$ cat src/rtl/divisor_restaurador_if.sv
// Operation bus of the restoring divider: request side (start, operands)
// and result side (quotient, remainder, status).
interface divisor_restaurador_if #(
  parameter int ANCHO = 8
);
  logic             start;
  logic [ANCHO-1:0] dividendo;
  logic [ANCHO-1:0] divisor;
  logic [ANCHO-1:0] cociente;
  logic [ANCHO-1:0] residuo;
  logic             done;
  logic             busy;
  logic             div_cero;

  // Requester: issues operations and reads results.
  modport master (
    output start, dividendo, divisor,
    input  cociente, residuo, done, busy, div_cero
  );

  // Divider: accepts operations and produces results.
  modport slave (
    input  start, dividendo, divisor,
    output cociente, residuo, done, busy, div_cero
  );
endinterface

$ cat src/rtl/divisor_restaurador.sv
// Sequential restoring (shift-subtract) unsigned divider.
// One quotient bit per clock; divide-by-zero short-circuits to FIN with
// quotient all ones, remainder = dividend and div_cero set.
module divisor_restaurador #(
  parameter int ANCHO      = 8,
  parameter int CONT_ANCHO = $clog2(ANCHO) + 1
) (
  input logic                  clk,
  input logic                  rst,
  divisor_restaurador_if.slave bus
);

  typedef enum logic [1:0] {
    IDLE = 2'd0,
    CALC = 2'd1,
    FIN  = 2'd2
  } estado_t;

  estado_t estado_r;
  estado_t estado_s;

  // The restored partial remainder is always < divisor, so it fits in ANCHO
  // bits; the extra bit only exists in the shifted/subtracted intermediate.
  logic [ANCHO-1:0]      r_r;
  logic [ANCHO-1:0]      q_r;
  logic [ANCHO-1:0]      d_r;
  logic [CONT_ANCHO-1:0] cnt_r;

  logic [ANCHO-1:0]      cociente_r;
  logic [ANCHO-1:0]      residuo_r;
  logic                  done_r;
  logic                  busy_r;
  logic                  div_cero_r;

  logic [ANCHO:0]        r_desp_s;
  logic [ANCHO:0]        resta_s;
  logic [ANCHO-1:0]      r_sig_s;
  logic [ANCHO-1:0]      q_sig_s;
  logic                  acepta_s;
  logic                  cero_s;
  logic                  ultimo_s;

  // One shift-subtract step and next-state decode.
  always_comb begin
    estado_s = estado_r;
    acepta_s = 1'b0;
    ultimo_s = 1'b0;
    cero_s   = (bus.divisor == {ANCHO{1'b0}});
    r_desp_s = {r_r, q_r[ANCHO-1]};
    resta_s  = r_desp_s - {1'b0, d_r};
    if (resta_s[ANCHO] == 1'b0) begin
      r_sig_s = resta_s[ANCHO-1:0];
      q_sig_s = {q_r[ANCHO-2:0], 1'b1};
    end else begin
      r_sig_s = r_desp_s[ANCHO-1:0];
      q_sig_s = {q_r[ANCHO-2:0], 1'b0};
    end
    case (estado_r)
      IDLE: begin
        if (bus.start) begin
          acepta_s = 1'b1;
          if (cero_s) begin
            estado_s = FIN;
          end else begin
            estado_s = CALC;
          end
        end else begin
          estado_s = IDLE;
        end
      end
      CALC: begin
        if (cnt_r == CONT_ANCHO'(1)) begin
          ultimo_s = 1'b1;
          estado_s = FIN;
        end else begin
          estado_s = CALC;
        end
      end
      FIN:     estado_s = IDLE;
      default: estado_s = IDLE;
    endcase
  end

  // State register.
  always_ff @(posedge clk) begin
    if (rst) begin
      estado_r <= IDLE;
    end else begin
      estado_r <= estado_s;
    end
  end

  // Datapath, result registers and registered status flags.
  always_ff @(posedge clk) begin
    if (rst) begin
      r_r        <= {ANCHO{1'b0}};
      q_r        <= {ANCHO{1'b0}};
      d_r        <= {ANCHO{1'b0}};
      cnt_r      <= {CONT_ANCHO{1'b0}};
      cociente_r <= {ANCHO{1'b0}};
      residuo_r  <= {ANCHO{1'b0}};
      done_r     <= 1'b0;
      busy_r     <= 1'b0;
      div_cero_r <= 1'b0;
    end else begin
      done_r <= (estado_s == FIN);
      busy_r <= (estado_s != IDLE);
      if (acepta_s) begin
        if (cero_s) begin
          cociente_r <= {ANCHO{1'b1}};
          residuo_r  <= bus.dividendo;
          div_cero_r <= 1'b1;
        end else begin
          q_r        <= bus.dividendo;
          d_r        <= bus.divisor;
          r_r        <= {ANCHO{1'b0}};
          cnt_r      <= CONT_ANCHO'(ANCHO);
          div_cero_r <= 1'b0;
        end
      end else if (estado_r == CALC) begin
        r_r   <= r_sig_s;
        q_r   <= q_sig_s;
        cnt_r <= cnt_r - CONT_ANCHO'(1);
        if (ultimo_s) begin
          cociente_r <= q_sig_s;
          residuo_r  <= r_sig_s;
        end
      end
    end
  end

  assign bus.cociente = cociente_r;
  assign bus.residuo  = residuo_r;
  assign bus.done     = done_r;
  assign bus.busy     = busy_r;
  assign bus.div_cero = div_cero_r;

endmodule

$ cat src/flat_wrapper.sv
// flat-port wrapper written by rule: the top's interface ports become plain ports
module divisor_restaurador_flat 
#(
  parameter int ANCHO      = 8,
  parameter int CONT_ANCHO = $clog2(ANCHO) + 1
)
  (clk, rst, bus_start, bus_dividendo, bus_divisor, bus_cociente, bus_residuo, bus_done, bus_busy, bus_div_cero);
  divisor_restaurador_if #(.ANCHO(ANCHO)) bus_i ();
  input logic clk;
  input logic rst;
  input wire logic [$bits(bus_i.start)-1:0] bus_start;
  input wire logic [$bits(bus_i.dividendo)-1:0] bus_dividendo;
  input wire logic [$bits(bus_i.divisor)-1:0] bus_divisor;
  output wire logic [$bits(bus_i.cociente)-1:0] bus_cociente;
  output wire logic [$bits(bus_i.residuo)-1:0] bus_residuo;
  output wire logic [$bits(bus_i.done)-1:0] bus_done;
  output wire logic [$bits(bus_i.busy)-1:0] bus_busy;
  output wire logic [$bits(bus_i.div_cero)-1:0] bus_div_cero;
  assign bus_i.start = bus_start;
  assign bus_i.dividendo = bus_dividendo;
  assign bus_i.divisor = bus_divisor;
  assign bus_cociente = bus_i.cociente;
  assign bus_residuo = bus_i.residuo;
  assign bus_done = bus_i.done;
  assign bus_busy = bus_i.busy;
  assign bus_div_cero = bus_i.div_cero;
  divisor_restaurador #(.ANCHO(ANCHO), .CONT_ANCHO(CONT_ANCHO)) u_core (.clk(clk), .rst(rst), .bus(bus_i));
endmodule
$ cat config.mk
export PLATFORM = sky130hd
export DESIGN_NAME = divisor_restaurador_flat
export DESIGN_NICKNAME = d
export VERILOG_FILES = /design/src/rtl/divisor_restaurador_if.sv /design/src/rtl/divisor_restaurador.sv /design/src/flat_wrapper.sv
export SDC_FILE = /design/constraint.sdc
export NUM_CORES = 1
export LEC_CHECK = 0
export BUFFER_PORTS_ARGS = -buffer_cell sky130_fd_sc_hd__clkbuf_2
export CAP_MARGIN = 20
export CORE_MARGIN = 8
export CORE_UTILIZATION = 56
export DETAILED_ROUTE_END_ITERATION = 8
export GPL_ROUTABILITY_DRIVEN = 0
export PLACE_DENSITY = 0.79
export SLEW_MARGIN = 15
export SYNTH_ARGS = -nofsm -noshare
export SYNTH_HDL_FRONTEND = slang
export SYNTH_SLANG_ARGS = --single-unit
$ cat constraint.sdc
create_clock -name clk -period 2.9 [get_ports clk]
set_input_delay 0.435 -clock clk [delete_from_list [all_inputs] [get_ports clk]]
set_output_delay 0.435 -clock clk [all_outputs]
set_load 0.01 [all_outputs]
# Word level (Yosys, flattened, before mapping)
# Index checks and enable logic that the tools add are counted.
# word_totals
reg_bits,49
output_inout_bits,19
wordCells,54
# op_classes
addsub,2
n_eq_ne,5
n_mux,28
bitwise,1
n_reduce_logical,8
# ops
cell,count
8-bit two-way mux,15
4-bit two-way mux,3
9-bit by 8-bit subtractor with 9-bit output,1
8-bit zero test,1
1-bit two-way mux,6
2-bit two-way mux,3
2-bit nonzero test,3
4-bit by 1-bit == test with 1-bit output (second input constant),1
2-bit inequality test (second input constant),2
2-bit case mux with 2 select lines,1
2-bit AND reduction,2
4-bit by 1-bit subtractor with 4-bit output (second input constant),1
3-bit AND reduction,1
2-bit by 1-bit == test with 1-bit output (second input constant),1
2-bit == test (second input constant),1
2-bit zero test,1
1-bit NOT,1

# Depth between registers and ports, before layout
# Gate-level depths: netlist of run 1.
# depth
ltp_word,6
depth_mapped,11
depth_no_buf,10

# Worst setup path after synthesis of run 1
# OpenSTA, ideal clock, no wires.
# synth_timing
kind,reg2reg
startpoint,reg u_core.q_r[7]
endpoint,"reg u_core.residuo_r[2], in the netlist u_core.bus.residuo[2]"
setup_time_ps,91
arrival_ps,2363
t_required_ps,2809
path_slack_ps,446
stages_incl_launch_ff,12
path_buffers,1
period_less_slack_ps,2454
path_cell_list,dfxtp_1 -> inv_1 -> ha_1 -> inv_1 -> fa_1 -> a211oi_1 -> nor3_2 -> mux2_2 -> buf_6 -> a21oi_1 -> or3_1 -> a311oi_1
# synth_between
elab_chain_len,5
# synth_lines
item,line_no,text
"start, declared",divisor_restaurador.sv:25,logic [ANCHO-1:0] q_r;
"start signal, assigned",divisor_restaurador.sv:97,q_r <= {ANCHO{1'b0}};
"start signal, assigned",divisor_restaurador.sv:114,q_r <= bus.dividendo;
"start signal, assigned",divisor_restaurador.sv:122,q_r <= q_sig_s;
9-bit by 8-bit subtractor with 9-bit output,divisor_restaurador.sv:50,"resta_s = r_desp_s - {1'b0, d_r};"
8-bit two-way mux,divisor_restaurador.sv:51,if (resta_s[ANCHO] == 1'b0) begin
8-bit two-way mux,divisor_restaurador.sv:124,if (ultimo_s) begin
8-bit two-way mux,divisor_restaurador.sv:120,end else if (estado_r == CALC) begin
8-bit two-way mux,divisor_restaurador.sv:108,if (acepta_s) begin
"end signal, assigned",divisor_restaurador.sv:101,residuo_r <= {ANCHO{1'b0}};
"end signal, assigned",divisor_restaurador.sv:111,residuo_r <= bus.dividendo;
"end signal, assigned",divisor_restaurador.sv:126,residuo_r <= r_sig_s;
"end, declared",divisor_restaurador.sv:30,logic [ANCHO-1:0] residuo_r;
# Every way passes these cells. The select of a mux whose other input is x is not followed.
# A chain may end at the register's enable or synchronous reset.

# Final worst setup path of run 1
# layout_timing
startpoint,reg u_core.q_r[7]
endpoint,reg u_core.r_r[3]
# layout_between
elab_chain_len,4
# layout_lines
item,line_no,text
9-bit by 8-bit subtractor with 9-bit output,divisor_restaurador.sv:50,
8-bit two-way mux,divisor_restaurador.sv:51,
8-bit two-way mux,divisor_restaurador.sv:120,
8-bit two-way mux,divisor_restaurador.sv:108,
"end signal, assigned",divisor_restaurador.sv:96,r_r <= {ANCHO{1'b0}};
"end signal, assigned",divisor_restaurador.sv:116,r_r <= {ANCHO{1'b0}};
"end signal, assigned",divisor_restaurador.sv:121,r_r <= r_sig_s;
"end, declared",divisor_restaurador.sv:24,logic [ANCHO-1:0] r_r;
# Every way passes these cells. The select of a mux whose other input is x is not followed.

==> results.json, run 1 <==
{
  "outcome": "complete, no violations",
  "end_kind": "flip-flop",
  "drc": 0,
  "clockPowerShare_pct": 24.5,
  "syn-num-nets": 316,
  "hold_ws_ps": 361,
  "grt_start_max_net_pins": 34,
  "internal_power_mw": 1.33,
  "synth-seq-area-share_pct": 40.1,
  "hp-class": "input port to flip-flop",
  "area_growth_pct": 13.6,
  "via_count": 2220,
  "fillers": 369,
  "diodes": 0,
  "tightest_slew_ps": 521,
  "io_pins": 38,
  "cp_max_fo": 12,
  "layout.nets": 349,
  "async_reset_ff_share_pct": 0,
  "worstPathRequired_ps": 3090,
  "synthDistinctLibCells": 51,
  "cts_root_buffer": "clkbuf_8",
  "core_um2": 4290,
  "multi_input_area_um2": 1330,
  "powerDensity_nw_per_um2": 735,
  "switchingPower_uw": 717,
  "viasPerCell": 5.97,
  "cts_tree": "done",
  "synth_area_per_cell_um2": 8.56,
  "p_total_mw": 2.04,
  "initial_utilization_pct": 57.0,
  "dr.pass1.iters": 4,
  "die_h_um": 82.1,
  "yosys_register_bits": 49,
  "cts_buffer_depth": 2,
  "clock_latency_ps": 300,
  "arrival_ps": 2820,
  "fmax_mhz": 380,
  "drive_gt1_share_pct": 20.0,
  "rsz0062_at_grt": "false",
  "clkSinkCount": 49,
  "startpoint_type": "flip-flop",
  "path_clk_slew_ps": 100,
  "grtUsageTotal_pct": 18.5,
  "numPortBuffers": 37,
  "wl_per_cell_um": 15.6,
  "seqCellArea_um2": 981,
  "power.leakage_nw": 1.18,
  "syn_area_um2": 2450,
  "swShare_pct": 35.1,
  "max_slew_margin_pct": 65.1,
  "grt_pass1_vias": 2128,
  "fin_skew_ps": 13.1,
  "wl_um": 5810,
  "ys.flop_type": "dfxtp_1",
  "finalSetupViolCount": 0,
  "layout_commonest_cell": "dfxtp_1",
  "critPathKind": "flip-flop to flip-flop",
  "hold_viol_final": 0,
  "grt_pass1_wl_um": 9960,
  "h-tree-depth": 2,
  "maxCapViolCount": 0,
  "cts_made_buffers": 5,
  "mostFrequentLayoutCells": "dfxtp_1 (49), nand2_1 (38), clkbuf_2 (37)",
  "tns_ps": 0,
  "gr-total-overflow": 0,
  "antenna_found_initial": 0,
  "die_area_um2": 6740,
  "synth-edff-count": 0,
  "vdd.ir_drop.worst_mv": 0.391,
  "dpl.hpwl_um": 4310,
  "netlist_instances": 286,
  "power_frac_seq_pct": 38.1,
  "combPwrFrac_pct": 37.3,
  "yosys_warnings": 0,
  "die_w_um": 82.1,
  "row_count": 24,
  "fin_crit_sh_pct": 90.7,
  "final_max_slew_viol_count": 0,
  "min_period_ps": 2630,
  "first_iter_violations": 175,
  "cts_hold_buf": 0,
  "ant_nets": 0
}
==> synthesized netlist by cell type (2+ instances only) <==
library cell	count	area, um2
dfxtp_1	49	981
nand2_1	38	143
nor2_1	30	113
a311oi_1	14	123
inv_1	14	52.6
a21oi_1	13	65.1
clkbuf_1	10	37.5
ha_1	10	125
o21ai_0	9	45.0
o221a_2	7	78.8
a211oi_1	5	37.5
and3_1	5	31.3
nand2b_1	5	31.3
o2bb2ai_1	5	43.8
a31oi_1	4	25.0
buf_2	4	20.0
nand3_1	4	20.0
nor3_1	4	20.0
xnor2_1	4	35.0
a21o_1	3	22.5
a22oi_1	3	22.5
mux2i_1	3	30.0
nor3b_1	3	22.5
o21ai_1	3	15.0
or3_1	3	18.8
a32o_1	2	20.0
and2_1	2	12.5
buf_6	2	22.5
mux2_2	2	22.5
nor2b_1	2	12.5
o211ai_1	2	15.0
or2_1	2	12.5
or4_1	2	15.0
==> final cells by class <==
cell class | instances | area share, %
Multi-Input combinational cell | 205 | 47.8
Sequential cell | 49 | 35.3
Timing Repair Buffer | 44 | 8.55
Clock buffer | 7 | 3.10
Tap cell | 52 | 2.34
Inverter | 14 | 1.89
Clock inverter | 1 | 1.08
==> path summary, 6_finish.rpt <==
path         cells after the start             to  slack (ps)      startpoint
max reg2reg                     10  u_core.r_r[3]         270   u_core.q_r[7]
min                              3  u_core.d_r[3]         360  bus_divisor[3]
max                             10  u_core.r_r[3]         270   u_core.q_r[7]
min reg2reg                      2  u_core.d_r[5]         460   u_core.d_r[5]
==> power by group through the flow <==
stage,registers (mW),logic (mW),clock network (mW)
after floorplan,0.782,0.616,0
after global placement,0.792,0.730,0
after detailed placement,0.793,0.743,0
after CTS,0.778,0.751,0.512
after global routing,0.787,0.857,0.540
final,0.779,0.763,0.501
==> kinds of logic (layout without fill, tap and decap cells) <==
group                    after synthesis  in the layout  share of synthesized area, %
AND/OR/NAND/NOR                      104            104                          19.7
AO/OA/AOI/OAI                         80             80                          24.5
flip-flops                            49             49                          40.1
buffers and inverters                 32             66                          5.88
adder cells (fa/ha/maj)               11             11                          5.93
XOR/XNOR                               5              5                          1.79
multiplexers                           5              5                          2.15
==> worst max-delay path: stages, from the launching register on <==
cell      delay, ps
dfxtp_1         320
inv_1            80
ha_1            160
inv_1            60
fa_1            410
a211oi_2        310
nor3_2          110
mux2_2          390
and3_1          200
or2_1           230
a32o_1          260
==> state kept, by name, indices dropped and copies added, names as in the netlist <==
signal               count
u_core.d_r               8
u_core.bus.busy          1
u_core.bus.residuo       8
u_core.r_r               8
u_core.bus.done          1
u_core.q_r               8
u_core.cnt_r             4
u_core.bus.div_cero      1
u_core.bus.cociente      8
u_core.estado_r          2
==> metal layers <==
metal  GRT usage [%]  part of all wire (%)  wire length, um  up-vias
met4            4.39                  0.91               53        0
met5               0                     0                0        -
met3            4.00                   6.0              348        7
li1                -                     -                -     1102
met2            30.6                    47             2720       62
met1            24.0                    46             2680     1049
==> repair_timing <==
item	4_1_cts	5_1_grt
gates resized for setup	0	1
buffers inserted	0	0
hold endpoints to repair	0	0
endpoints found under the setup margin	0	4
==> through the flow <==
stage	std cells	setup slack (ps)	utilization, %	instance area (um2)
after floorplan	286	446	-	2450
after global placement	364	278	61.9	2660
after detailed placement	364	199	61.9	2660
after CTS	372	147	64.7	2780
after global routing	372	89.3	64.8	2780
final	372	269	64.8	2780
Power figures use the tool's default switching activity.
==> run 2: changes to the inputs <==
--- a/config.mk
+++ b/config.mk
@@ -5,13 +5,15 @@
 export SDC_FILE = /design/constraint.sdc
 export NUM_CORES = 1
 export LEC_CHECK = 0
+export ABC_CLOCK_PERIOD_IN_PS = 2900
 export BUFFER_PORTS_ARGS = -buffer_cell sky130_fd_sc_hd__clkbuf_2
 export CAP_MARGIN = 20
 export CORE_MARGIN = 8
-export CORE_UTILIZATION = 56
+export CORE_UTILIZATION = 55
 export DETAILED_ROUTE_END_ITERATION = 8
 export GPL_ROUTABILITY_DRIVEN = 0
-export PLACE_DENSITY = 0.79
+export GPL_TIMING_DRIVEN = 1
+export PLACE_DENSITY = 0.78
 export SLEW_MARGIN = 15
 export SYNTH_ARGS = -nofsm -noshare
 export SYNTH_HDL_FRONTEND = slang
==> run 2 against run 1 <==
Net effect:
- die area grew 1.5%
- largest power group unchanged
- via count increased by 0.41%
- combinational power grew 1%
- cell count did not move
- register-to-register slack lost 40 ps
==> results.json, run 2 (same netlist as run 1, synthesis figures left out) <==
{
  "hp-class": "input port to flip-flop",
  "power.leakage_nw": 1.17,
  "clock_latency_ps": 310,
  "maxCapViolCount": 0,
  "gr-total-overflow": 0,
  "dr.pass1.iters": 4,
  "clkSinkCount": 49,
  "dpl.hpwl_um": 4470,
  "fin_skew_ps": 7.53,
  "cts_made_buffers": 5,
  "antenna_found_initial": 0,
  "r2r-start": "u_core.q_r[7]",
  "outcome": "complete, no violations",
  "startpoint_type": "flip-flop",
  "power_frac_seq_pct": 39.3,
  "rsz0062_at_grt": "false",
  "drc": 0,
  "fin_crit_sh_pct": 92.3,
  "hold_viol_final": 0,
  "finalSetupViolCount": 0,
  "dpl_cell_area_um2": 2660,
  "grt_start_max_net_pins": 34,
  "viasPerCell": 5.99,
  "critPathKind": "flip-flop to flip-flop",
  "hp-start": "bus_divisor[3]",
  "wl_per_cell_um": 16.0,
  "crit_chain": "inv_1, ha_1, inv_1, fa_1, a211oi_2, nor3_2, mux2_2, a21oi_1, or3_1, a311oi_1",
  "cts_tree": "done",
  "layout_commonest_cell": "dfxtp_1",
  "worstPathRequired_ps": 3120,
  "clockPowerShare_pct": 21.8,
  "cp_slowest_stage_delay_ps": 420,
  "end_kind": "flip-flop",
  "switchingPower_uw": 745,
  "worstRegToRegCells": 10,
  "reg2reg_to": "u_core.bus.residuo[2]",
  "numPortBuffers": 37,
  "dp_slack_ps": 191,
  "path_clk_slew_ps": 90,
  "initial_utilization_pct": 56.6,
  "diodes": 0,
  "drive_gt1_share_pct": 20.3,
  "stdcell_count": 372,
  "hold_end": "u_core.d_r[3]",
  "min_period_ps": 2680,
  "layout.nets": 349,
  "cts_buffer_depth": 2,
  "die_h_um": 82.7,
  "tightest_slew_ps": 574,
  "cts_root_buffer": "clkbuf_8",
  "grtUsageTotal_pct": 18.8,
  "die_w_um": 82.7,
  "via_count": 2229,
  "hold_depth": 3,
  "max_slew_margin_pct": 61.5,
  "area_growth_pct": 12.8,
  "fillers": 390,
  "mostFrequentLayoutCells": "dfxtp_1 (49), nand2_1 (38), clkbuf_2 (37)",
  "swShare_pct": 37.6,
  "vdd.ir_drop.worst_mv": 0.307,
  "first_iter_violations": 119,
  "cpMostUsedCell": "inv_1",
  "ant_nets": 0,
  "arrival_ps": 2890,
  "h-tree-depth": 2,
  "io_pins": 38,
  "hold_ws_ps": 346,
  "tns_ps": 0,
  "place_inst": 364,
  "p_total_mw": 1.98,
  "die_area_um2": 6840,
  "internal_power_mw": 1.24,
  "slowest_stage": "fa_1",
  "grt_pass1_vias": 2222,
  "grt_pass1_wl_um": 10100,
  "stdcell_area_um2": 2760,
  "final_max_slew_viol_count": 0,
  "powerDensity_nw_per_um2": 718,
  "wl_um": 5950,
  "cp_max_fo": 12,
  "row_count": 24,
  "fin_ws_ps": 224,
  "fin_util_pct": 63.9,
  "fmax_mhz": 374,
  "core_um2": 4320,
  "combPwrFrac_pct": 38.9,
  "ff2ff_setup_slack_ps": 220
}
## run 2: cell types whose count changed in the layout (fill, tap and decap cells not counted), sizes merged
cell	before	now
bufinv	1	0
clkinv	0	2
clkbuf	44	43
## run 2: routing by layer
metal	track usage [%]	wire length, um	vias up
li1	-	-	1108
met1	22.9	2580	1045
met2	30.8	2800	65
met3	4.55	439	11
met4	7.76	130	0
met5	0	0	-
## run 2: timing repair
action,in CTS,in global routing
endpoints found under the setup margin,0,5
hold buffers,0,0
resized for setup,0,1
hold endpoints to repair,0,0
setup buffers,0,0
## run 2: worst max-delay path, delay by kind of cell, from the launching register on
family,cells,cell delay (ps)
simple gates,2,440
flops,1,330
compound gates,3,730
buf+inv,2,120
mux,1,380
fa+ha+maj,2,580
## run 2: power groups by stage
stage / sequential [mW] / combinational [mW] / clock, mW
3_5_place_dp: 0.793 / 0.755 / 0
3_3_place_gp: 0.792 / 0.729 / 0
2_1_floorplan: 0.782 / 0.616 / 0
6_report: 0.779 / 0.772 / 0.432
5_1_grt: 0.786 / 0.869 / 0.465
4_1_cts: 0.778 / 0.762 / 0.436
## run 2: worst max-delay path by stage
stage	end	slack (ps)	from	cells past startpoint
finish	u_core.bus.residuo[2]	220	u_core.q_r[7]	10
global route	u_core.bus.residuo[2]	10	u_core.q_r[7]	10
CTS	u_core.bus.residuo[2]	130	u_core.q_r[7]	10
detailed placement	u_core.r_r[4]	190	u_core.q_r[7]	10
global placement	u_core.r_r[3]	290	u_core.q_r[7]	10
floorplan	u_core.bus.residuo[2]	450	u_core.q_r[7]	11
## run 2: final cells by class
cell class | instances | area, um2 | share of cell area, %
clock buffer | 6 | 82.6 | 2.99
multi-input combinational | 205 | 1330 | 48.1
tap | 52 | 65.1 | 2.36
sequential | 49 | 981 | 35.5
clock inverter | 2 | 13.8 | 0.498
inverter | 14 | 52.6 | 1.90
timing repair buffer | 44 | 238 | 8.61
==> run 3: changes to the inputs <==
--- a/config.mk
+++ b/config.mk
@@ -5,6 +5,7 @@
 export SDC_FILE = /design/constraint.sdc
 export NUM_CORES = 1
 export LEC_CHECK = 0
+export ABC_AREA = 1
 export ABC_CLOCK_PERIOD_IN_PS = 2900
 export BUFFER_PORTS_ARGS = -buffer_cell sky130_fd_sc_hd__clkbuf_2
 export CAP_MARGIN = 20
@@ -13,7 +14,7 @@
 export DETAILED_ROUTE_END_ITERATION = 8
 export GPL_ROUTABILITY_DRIVEN = 0
 export GPL_TIMING_DRIVEN = 1
-export PLACE_DENSITY = 0.78
+export PLACE_DENSITY = 0.77
 export SLEW_MARGIN = 15
 export SYNTH_ARGS = -nofsm -noshare
 export SYNTH_HDL_FRONTEND = slang
==> run 3 against run 2 <==
Net effect:
- final area grew 8.2%
- cell count grew 28%
- critical path depth is the same
- via count grew 7.2%
- register-to-register slack gained 740 ps
- wire length shrank 1.1%
- clock skew shrank 0.72 ps
- hold slack gained 41 ps
- die area grew 8.1%
- maximum frequency grew 38%
==> results.json, run 3 <==
{
  "die_h_um": 86.0,
  "via_count": 2389,
  "hold_viol_final": 0,
  "cts_buffer_depth": 2,
  "synth-edff-count": 0,
  "hold_end": "u_core.d_r[0]",
  "gr-total-overflow": 0,
  "die_area_um2": 7400,
  "syn-num-nets": 409,
  "place_inst": 471,
  "synth-seq-area-share_pct": 36.4,
  "seqCellArea_um2": 981,
  "drive_gt1_share_pct": 19.2,
  "p_total_mw": 1.86,
  "cts_setup_buffers": 0,
  "layout.nets": 441,
  "mostFrequentLayoutCells": "inv_1 (77), nand2_1 (66), dfxtp_1 (49)",
  "synthDistinctLibCells": 32,
  "dp_slack_ps": 822,
  "ys.flop_type": "dfxtp_1",
  "arrival_ps": 2140,
  "tns_ps": 0,
  "fin_skew_ps": 6.80,
  "grt_pass1_wl_um": 10300,
  "synth.top_cells.by_count": "inv_1 (77), nand2_1 (66), dfxtp_1 (49)",
  "multi_input_area_um2": 1330,
  "fmax_mhz": 516,
  "cp_max_fo": 27,
  "clkSinkCount": 49,
  "ant_nets": 0,
  "critPathKind": "flip-flop to flip-flop",
  "cts_made_buffers": 5,
  "dpl.hpwl_um": 4390,
  "cts_root_buffer": "clkbuf_8",
  "netlist_instances": 379,
  "end_kind": "flip-flop",
  "powerDensity_nw_per_um2": 623,
  "viasPerCell": 5.00,
  "die_w_um": 86.0,
  "maxCapViolCount": 0,
  "synth_area_leader_cell": "dfxtp_1",
  "clock_latency_ps": 300,
  "finalSetupViolCount": 0,
  "area_growth_pct": 10.9,
  "worstPathRequired_ps": 3110,
  "diodes": 0,
  "hp-start": "bus_divisor[0]",
  "final_max_slew_viol_count": 0,
  "row_count": 25,
  "hold_depth": 3,
  "yosys-top-cells-area": "dfxtp_1 (36%), inv_1 (11%), nand2_1 (9.2%)",
  "initial_utilization_pct": 57.1,
  "first_iter_violations": 106,
  "synth_area_per_cell_um2": 7.11,
  "grtUsageTotal_pct": 16.9,
  "startpoint_type": "flip-flop",
  "min_period_ps": 1940,
  "async_reset_ff_share_pct": 0,
  "hp-class": "input port to flip-flop",
  "power.leakage_nw": 1.62,
  "fin_crit_sh_pct": 66.8,
  "fillers": 443,
  "cts_hold_buf": 0,
  "tightest_slew_ps": 375,
  "yosysTopAreaCellShare_pct": 36.4,
  "layout_commonest_cell": "inv_1",
  "cts_resized": 0,
  "dr.pass1.iters": 4,
  "yosys_register_bits": 49,
  "vdd.ir_drop.worst_mv": 0.325,
  "syn_area_um2": 2700,
  "h-tree-depth": 2,
  "rsz0062_at_grt": "false",
  "wl_um": 5890,
  "wl_per_cell_um": 12.3,
  "core_um2": 4720,
  "yosys_warnings": 0,
  "antenna_found_initial": 0,
  "r2r-start": "u_core.estado_r[0]",
  "fin_ws_ps": 962,
  "path_clk_slew_ps": 90,
  "drc": 0,
  "grt_start_max_net_pins": 32,
  "numPortBuffers": 37,
  "cts_tree": "done",
  "ff2ff_setup_slack_ps": 960,
  "io_pins": 38,
  "max_slew_margin_pct": 75.0,
  "stdcell_count": 478,
  "worstRegToRegCells": 10,
  "synthMostInstantiatedCell": "inv_1",
  "critPathLaunch": "u_core.estado_r[0]",
  "reg2reg_to": "u_core.bus.residuo[6]",
  "outcome": "complete, no violations",
  "grt_pass1_vias": 2309
}
## run 3: cell types whose count changed in the layout (fill, tap and decap cells not counted), sizes merged, moves of 9 or more
| cell | delta |
|---|---|
| o21ai | +25 |
| nand2 | +39 |
| a311oi | -14 |
| inv | +68 |
| nor2 | -10 |
| a21oi | +9 |
| nand3 | +41 |
## run 3: worst max-delay path by stage
stage,slack (ps),endpoint,cells past startpoint
global placement,820,u_core.bus.residuo[6],10
finish,960,u_core.bus.residuo[6],10
global route,780,u_core.bus.residuo[6],13
detailed placement,820,u_core.bus.residuo[6],10
floorplan,1170,u_core.r_r[7],14
CTS,950,u_core.bus.residuo[5],13
## run 3: per-stage QoR
| step | area [um2] | utilization [%] | hold WS (ps) |
|---|---|---|---|
| global route | 2990 | 63.3 | 383 |
| floorplan | 2700 | - | 435 |
| global placement | 2900 | 61.4 | 463 |
| CTS | 2990 | 63.3 | 377 |
| detailed placement | 2900 | 61.4 | 463 |
| finish | 2990 | 63.3 | 387 |
## run 3: final cells by class
| type | instances | area share (%) |
|---|---|---|
| repair buffers | 39 | 6.70 |
| clock inverters | 1 | 0.251 |
| well taps | 67 | 2.80 |
| clock buffers | 6 | 2.76 |
| multi-input cells | 234 | 44.4 |
| flip-flops and latches | 49 | 32.8 |
| inverters | 82 | 10.3 |
## run 3: logic make-up after synthesis
kind of cell / Yosys count / synth area share, %
simple gates: 146 / 27.6
buf+inv: 96 / 14.4
compound gates: 72 / 14.6
flops: 49 / 36.4
fa+ha+maj: 11 / 5.38
xor+xnor: 4 / 1.30
mux: 1 / 0.371
## run 3: metal layers
layer	GRT usage [%]	vias to the layer above	routed length, um
li1	-	1268	-
met4	4.14	0	28
met5	0	-	0
met3	4.87	2	300
met1	22.1	1074	2970
met2	26.4	45	2590
## run 3: where the power goes
part	internal (mW)	total [mW]	switching, mW
clock network	0.189	0.418	0.229
logic	0.232	0.664	0.432
registers	0.736	0.781	0.0448
## run 3: critical path: stages (launching register included)
cell     delay (ps)
dfxtp_1         320
inv_2           100
nand3_4         300
inv_2           160
nand2_2          90
nand2_2         260
inv_2           160
a21oi_1         230
nand3_1         110
nand2_1          60
inv_1            40
